<file path="src/rtl/k2_pkg.sv">
// Shared types and constants for the K2 core sequencer slice.
package k2_pkg;

  localparam int PC_WIDTH    = 4;
  localparam int INSTR_WIDTH = 8;

  localparam logic [PC_WIDTH-1:0] PC_RESET = '0;

  typedef enum logic [1:0] {
    FETCH = 2'd0,
    EXEC  = 2'd1,
    MEM   = 2'd2,
    HALT  = 2'd3
  } seq_state_t;

endpackage

</file>
<file path="src/rtl/k2_flag_reg.sv">
// Zero/carry flag register with write enable. It is kept standalone so a
// later interrupt save/restore path can reuse it.
module k2_flag_reg (
  input  logic clk,
  input  logic rst_n,
  input  logic we_i,
  input  logic zf_i,
  input  logic cf_i,
  output logic zf_o,
  output logic cf_o
);

  logic zf_q, zf_d;
  logic cf_q, cf_d;

  always_comb begin
    zf_d = zf_q;
    cf_d = cf_q;
    if (we_i) begin
      zf_d = zf_i;
      cf_d = cf_i;
    end
  end

  always_ff @(posedge clk or negedge rst_n) begin
    if (!rst_n) begin
      zf_q <= 1'b0;
      cf_q <= 1'b0;
    end else begin
      zf_q <= zf_d;
      cf_q <= cf_d;
    end
  end

  assign zf_o = zf_q;
  assign cf_o = cf_q;

endmodule

</file>
<file path="src/rtl/k2_pc_sequencer.sv">
// K2 program counter and phase sequencer: FETCH/EXEC/MEM/HALT control,
// instruction latch and flag register, all outputs registered.
module k2_pc_sequencer
  import k2_pkg::*;
#(
  parameter int PC_WIDTH    = k2_pkg::PC_WIDTH,
  parameter int INSTR_WIDTH = k2_pkg::INSTR_WIDTH,
  parameter int IMM_WIDTH   = k2_pkg::PC_WIDTH
) (
  input  logic                   clk,
  input  logic                   rst_n,
  input  logic                   run_i,
  input  logic [INSTR_WIDTH-1:0] instr_i,
  input  logic [IMM_WIDTH-1:0]   imm_i,
  input  logic                   mem_op_i,
  input  logic                   JCF,
  input  logic                   alu_zf_i,
  input  logic                   alu_cf_i,
  input  logic                   flag_we_i,
  output logic [PC_WIDTH-1:0]    pc_o,
  output logic [INSTR_WIDTH-1:0] ir_o,
  output logic                   S_reg,
  output logic                   ZF,
  output logic                   CF,
  output logic                   halted_o
);

  seq_state_t             state_q;
  logic [PC_WIDTH-1:0]    pc_q;
  logic [INSTR_WIDTH-1:0] ir_q;
  logic                   s_q;
  logic                   halted_q;
  logic                   flag_we;

  // Flags only move in a live EXEC cycle; HALT and frozen cycles leave them alone.
  assign flag_we = run_i && (state_q == EXEC) && flag_we_i;

  k2_flag_reg u_flags (
    .clk   (clk),
    .rst_n (rst_n),
    .we_i  (flag_we),
    .zf_i  (alu_zf_i),
    .cf_i  (alu_cf_i),
    .zf_o  (ZF),
    .cf_o  (CF)
  );

  always_ff @(posedge clk or negedge rst_n) begin
    if (!rst_n) begin
      state_q  <= FETCH;
      pc_q     <= PC_WIDTH'(PC_RESET);
      ir_q     <= '0;
      s_q      <= 1'b0;
      halted_q <= 1'b0;
    end else if (run_i) begin
      case (state_q)
        FETCH: begin
          ir_q    <= instr_i;
          state_q <= EXEC;
        end
        EXEC: begin
          if (mem_op_i) begin
            s_q     <= 1'b1;
            state_q <= MEM;
          end else if (JCF) begin
            // A jump onto itself is the program's halt idiom.
            if (PC_WIDTH'(imm_i) == pc_q) begin
              halted_q <= 1'b1;
              state_q  <= HALT;
            end else begin
              pc_q    <= PC_WIDTH'(imm_i);
              state_q <= FETCH;
            end
          end else begin
            pc_q    <= pc_q + PC_WIDTH'(1);
            state_q <= FETCH;
          end
        end
        MEM: begin
          pc_q    <= pc_q + PC_WIDTH'(1);
          s_q     <= 1'b0;
          state_q <= FETCH;
        end
        default: begin
          state_q <= HALT;
        end
      endcase
    end
  end

  assign pc_o     = pc_q;
  assign ir_o     = ir_q;
  assign S_reg    = s_q;
  assign halted_o = halted_q;

endmodule

</file>
<file path="config.mk">
export PLATFORM = sky130hd
export DESIGN_NAME = k2_pc_sequencer
export DESIGN_NICKNAME = d
export VERILOG_FILES = /design/src/rtl/k2_pkg.sv /design/src/rtl/k2_flag_reg.sv /design/src/rtl/k2_pc_sequencer.sv
export SDC_FILE = /design/constraint.sdc
export NUM_CORES = 1
export LEC_CHECK = 0
export CAP_MARGIN = 0
export CORE_MARGIN = 4
export CORE_UTILIZATION = 39
export DETAILED_ROUTE_END_ITERATION = 16
export PLACE_DENSITY = 0.74
export SLEW_MARGIN = 20
export SYNTH_ARGS = -nofsm -noshare
export SYNTH_HDL_FRONTEND = slang
export SYNTH_HIERARCHICAL = 1
export SYNTH_SLANG_ARGS = --single-unit
</file>
<file path="constraint.sdc">
create_clock -name clk -period 1.7 [get_ports clk]
set_input_delay 0.34 -clock clk [delete_from_list [all_inputs] [get_ports clk]]
set_output_delay 0.34 -clock clk [all_outputs]
set_load 0.02 [all_outputs]
</file>
## Word-level counts from Yosys, hierarchy flattened

Index checks and enable logic that the tools add are counted.
Widths: inputs -> output; s select.

| word-level totals | value |
|---|---|
| output and inout bits | 16 |
| input bits | 20 |
| register bits after elaboration | 18 |
| word-level logic and storage cells | 33 |

| operators by class | value |
|---|---|
| bitwise gates (word level) | 1 |
| eq/ne operators | 6 |
| mux-type cells | 10 |
| add/subtract/negate cells | 1 |
| reductions and logical operators | 8 |

Operator list:

| cell | number |
|---|---|
| $mux 4 | 3 |
| $pmux 4 s2 | 1 |
| $mux 2 | 3 |
| $pmux 2 s3 | 1 |
| $reduce_and 5->1 | 1 |
| $add 4x1->4 const B | 1 |
| $eq 4x4->1 | 1 |
| $ne 2x2->1 const B | 2 |
| $reduce_and 4->1 | 1 |
| $ne 3x3->1 const B | 1 |
| $reduce_and 3->1 | 1 |
| $eq 2x1->1 const B | 1 |
| $eq 2x2->1 const B | 1 |
| $logic_and 1x1->1 | 2 |
| $logic_not 2->1 | 1 |
| $pmux 1 s2 | 1 |
| $reduce_and 2->1 | 1 |
| $reduce_bool 2->1 | 1 |
| $mux 1 | 1 |
| $not 1->1 | 1 |

## Logic depth before layout (Yosys ltp)

| depth | value |
|---|---|
| depth in word-level cells | 5 |
| mapped depth | 7 |
| mapped depth without buffers | 6 |

## By module

Netlist, hierarchy kept.

Modules (own cells, without submodules):

| module | instances | cells an instance | seq. area each (um^2) | area an instance (um^2) |
|---|---|---|---|---|
| k2_pc_sequencer | 1 | 78 | 400.4 | 870.8 |
| k2_flag_reg | 1 | 4 | 50.0 | 72.6 |

## Worst setup path after synthesis

OpenSTA, ideal clock, no wires.

| timing path | value |
|---|---|
| kind | flip-flop to flip-flop |
| from | reg pc_q[0], in the netlist pc_o[0] |
| to | reg pc_q[0], in the netlist pc_o[0] |
| data required time | 1575 ps |
| setup slack | 186 ps |
| buffers on the path | 0 |
| library setup time | 125 ps |
| cell stages (with the launch flop) | 5 |
| data arrival time | 1389 ps |
| period minus slack after synthesis | 1514 ps |
| path through | dfrtp_1 xor2_1 nor3_4 a21oi_4 mux2_4 |

| between the ends | value |
|---|---|
| cells in the longest elaborated chain, start to end | 4 |
| elaborated cells between the ends (all ways) | 7 |
| those cells by class | add/sub: 1; eq/ne: 2; mux: 3; reduce/logical: 1 |

Ends and longest elaborated chain:

| what | line | RTL |
|---|---|---|
| from (decl) | k2_pc_sequencer.sv:29 | `logic [PC_WIDTH-1:0] pc_q;` |
| from (signal assigned) | k2_pc_sequencer.sv:51 | `pc_q <= PC_WIDTH'(PC_RESET);` |
| from (signal assigned) | k2_pc_sequencer.sv:71 | `pc_q <= PC_WIDTH'(imm_i);` |
| from (signal assigned) | k2_pc_sequencer.sv:75 | `pc_q <= pc_q + PC_WIDTH'(1);` |
| $add 4x1->4 | k2_pc_sequencer.sv:75, k2_pc_sequencer.sv:80 |  |
| $mux 4 | k2_pc_sequencer.sv:65 | `end else if (JCF) begin` |
| $mux 4 | k2_pc_sequencer.sv:62 | `if (mem_op_i) begin` |
| $pmux 4 s2 | k2_pc_sequencer.sv:56 | `case (state_q)` |

Parallel ways exist; a longest one is shown, timed or not. The select of a mux whose other input is x is not followed.
A chain may end at the register's enable or synchronous reset.

## Worst setup path after layout

| timing path | value |
|---|---|
| from | reg ir_q[4], in the netlist ir_o[4] |
| to | out ir_o[4] |

RTL lines:

| what | line | RTL |
|---|---|---|
| from (decl) | k2_pc_sequencer.sv:30 | `logic [INSTR_WIDTH-1:0] ir_q;` |
| from (signal assigned) | k2_pc_sequencer.sv:58 | `ir_q <= instr_i;` |
| to (decl) | k2_pc_sequencer.sv:21 | `output logic [INSTR_WIDTH-1:0] ir_o,` |

No word-level cell between the ends.

==> results.md <==
- Row cnt: 17
- Worst-margin pin slew: 0.320 ns
- Max stage delay on crit path: 0.64 ns
- Post-layout min period: 1.64 ns
- Sequential Area: 450 sq um
- CP max-delay cell: clkdlybuf4s50_1
- Clock latency on the worst-skew pair: 0.29 ns
- FILL cells: 198
- Detail Route Antenna Nets: 0
- Overall global routing resource usage: 0.133
- Nets: 151
- Area delta synth->final: 49.3%
- WP data arrival: between 1 and 1.5 ns
- Post-Synthesis Cells: slightly above 80
- Initial antenna violation count: 0
- Starting Density: 0.418
- Final Skew: 0.00103 ns
- Post-synthesis cell type count: 28
- Commonest non-fill, non-tap cell in the layout: clkdlybuf4s50_1
- CTS buffer count: 3
- Avg Cell Area, Syn: approximately 12 sq um
- Drt pass-1 iters: 4
- Critical Path RT: roughly 1.4 ns
- HPWL Detailed: 1.71 mm
- Max Slew Vio Count: 0
- Worst r2r src: state_q[1]
- Crit path max fanout: 2
- Core footprint: 2250 sq um
- Critical path depth in cells: 1
- Seq/Total Area, Yosys: 0.477
- First-pass GRT wire length: between 3 and 4 mm
- Antenna Cells: 0
- Compound-Gate Fraction of Synth Area: 0.113
- Worst reg-to-reg path cell count: 5
- Hold WS: 0.372 ns
- Min-Delay Path Class: in2async
- Share of layout cells above drive strength 1: 0.216
- Power Density: 1740 nW/um^2
- Leak Pwr: ~0.63 nW
- Largest family of logic cells by synthesized area: multiplexers
- Final period utilization: 0.964
- Vias in the first global route: 754
- I/O pin total: 36
- Synth warn: 6
- Post-synthesis simple-gate area fraction: 0.130
- WL per Instance: 14.3 microns
- Slew HR: 0.786
- Placer congestion estimate: 0.799
- Routed wire length: 2.19 mm
- Area contributors post-synth: dfrtp_1, mux2_2, ha_1
- Synth Register Bits: 18
- Xor/xnor share of the synthesized area: 0.0371
- CTS tree: built
- I/O Buffers: 35
- Vias: 763
- MaxCap Viol Count: 0
- Worst path bufs/invs: 1
- Final setup fails: 0
- Clock sinks: 18
- VDD IR max: 1060 uV
- H-tree level count: 1
- Crit path launch: ir_o[4]
- Vias per Instance: approximately 5.0
- Reg-to-Reg End: pc_o[1]
- Clock root cell: clkbuf_4
- Internal reg-to-reg setup slack: 0.09 ns
- Mux cell area share after synthesis: 0.151
- Adder-Cell Fraction of Synth Area: 0.0663
- Die height: 57.2 microns
- Crit-path cells: clkdlybuf4s50_1
- DRT iter0 DRCs: 16
- Die W: 57.2 microns
- CP endpoint kind: output pin
- Post-Syn Area: between 900 and 1000 sq um
- Die ar.: about 3300 sq um
- Startpoint types: flop
- Largest net degree at the start of global routing: 19
- Top cell type's share of synthesized area: 0.477
- Clk slew on worst S/H paths: ~0.10 ns
- Hold_buf cts: 0
- Top cell type by total area after synthesis: dfrtp_1
- GRT Residual Overflow: 0
- Top delay family on crit path: buffers and inverters
- Setup CP Type: reg2out
- Max Clk Rate: ~600 MHz
- Status: completed
- Tot Pwr: approximately 2.5 mW
- Most frequent cells in the layout: clkdlybuf4s50_1, dfrtp_1, mux2_2
- Residual DRC: 0
- Mapped Nets: 107
- Final hold violations: 0
- Clk buf depth: 2
- Largest register FFs: 8
- Multi-input logic area: 478 sq um
-- repair_timing --
item | in CTS | in global routing
pin swaps | 0 | 0
setup endpoints to repair | 3 | 4
setup buffers | 0 | 1
gates resized for setup | 3 | 4
-- synthesized netlist by cell type (all sizes together) --
master	count
dfrtp	18
mux2	12
nand2	7
ha	5
nor2	5
inv	4
a21oi	3
nand3	3
xor2	3
a211oi	2
a2bb2oi	2
and3	2
nand3b	2
o21ai	2
a221oi	1
a22o	1
a31oi	1
and2	1
buf	1
clkbuf	1
nand2b	1
nor2b	1
nor3	1
o21bai	1
o22ai	1
xnor2	1
-- metal layers --
metal | GRT usage | vias up | share of wire
met5 | 0 | - | 0
met2 | 0.235 | 18 | 0.54
met4 | 0.0298 | 0 | 0
met1 | 0.158 | 371 | 0.41
li1 | - | 374 | -
met3 | 0.0407 | 0 | 0.043
-- final cells by class --
type                    instances  share of cell area
flip-flops and latches         18               0.320
multi-input cells              58               0.339
repair buffers                 41               0.280
inverters                       4              0.0107
clock buffers                   4              0.0258
well taps                      28              0.0249
-- report_power, final --
group	internal, mW	switching (mW)	leakage, nW	total [mW]
sequential	0.636	0.168	0.213	0.803
combinational	0.729	0.663	0.392	1.39
clock	0.130	0.132	0.0210	0.263
-- through the flow --
step,setup TNS (ns),util,area (sq um),setup WS [ns],instances
finish,0,0.625,1410,0.0604,153
global route,-0.0144,0.625,1410,-0.00944,153
CTS,0,0.617,1390,0.0135,152
detailed placement,-0.410,0.602,1360,-0.133,148
global placement,-0.246,0.602,1360,-0.0914,148
floorplan,0,-,943,0.186,82
-- kinds of logic after synthesis --
kind of cell,count (synthesis)
AOI/OAI and AO/OA,14
adders and majority gates,5
and+or+nand+nor,23
buffers and inverters,6
DFF,18
xor gates and xnor gates,4
muxes,12
-- worst max path at each step --
| stage | to | slack [ns] |
|---|---|---|
| finish | ir_o[4] | 0.06 |
| global route | pc_o[3] | -0.009 |
| detailed placement | pc_o[1] | -0.13 |
| global placement | pc_o[0] | -0.09 |
| floorplan | pc_o[0] | 0.19 |
| CTS | pc_o[3] | 0.01 |
No activity file was read; power rests on OpenSTA's default activity.
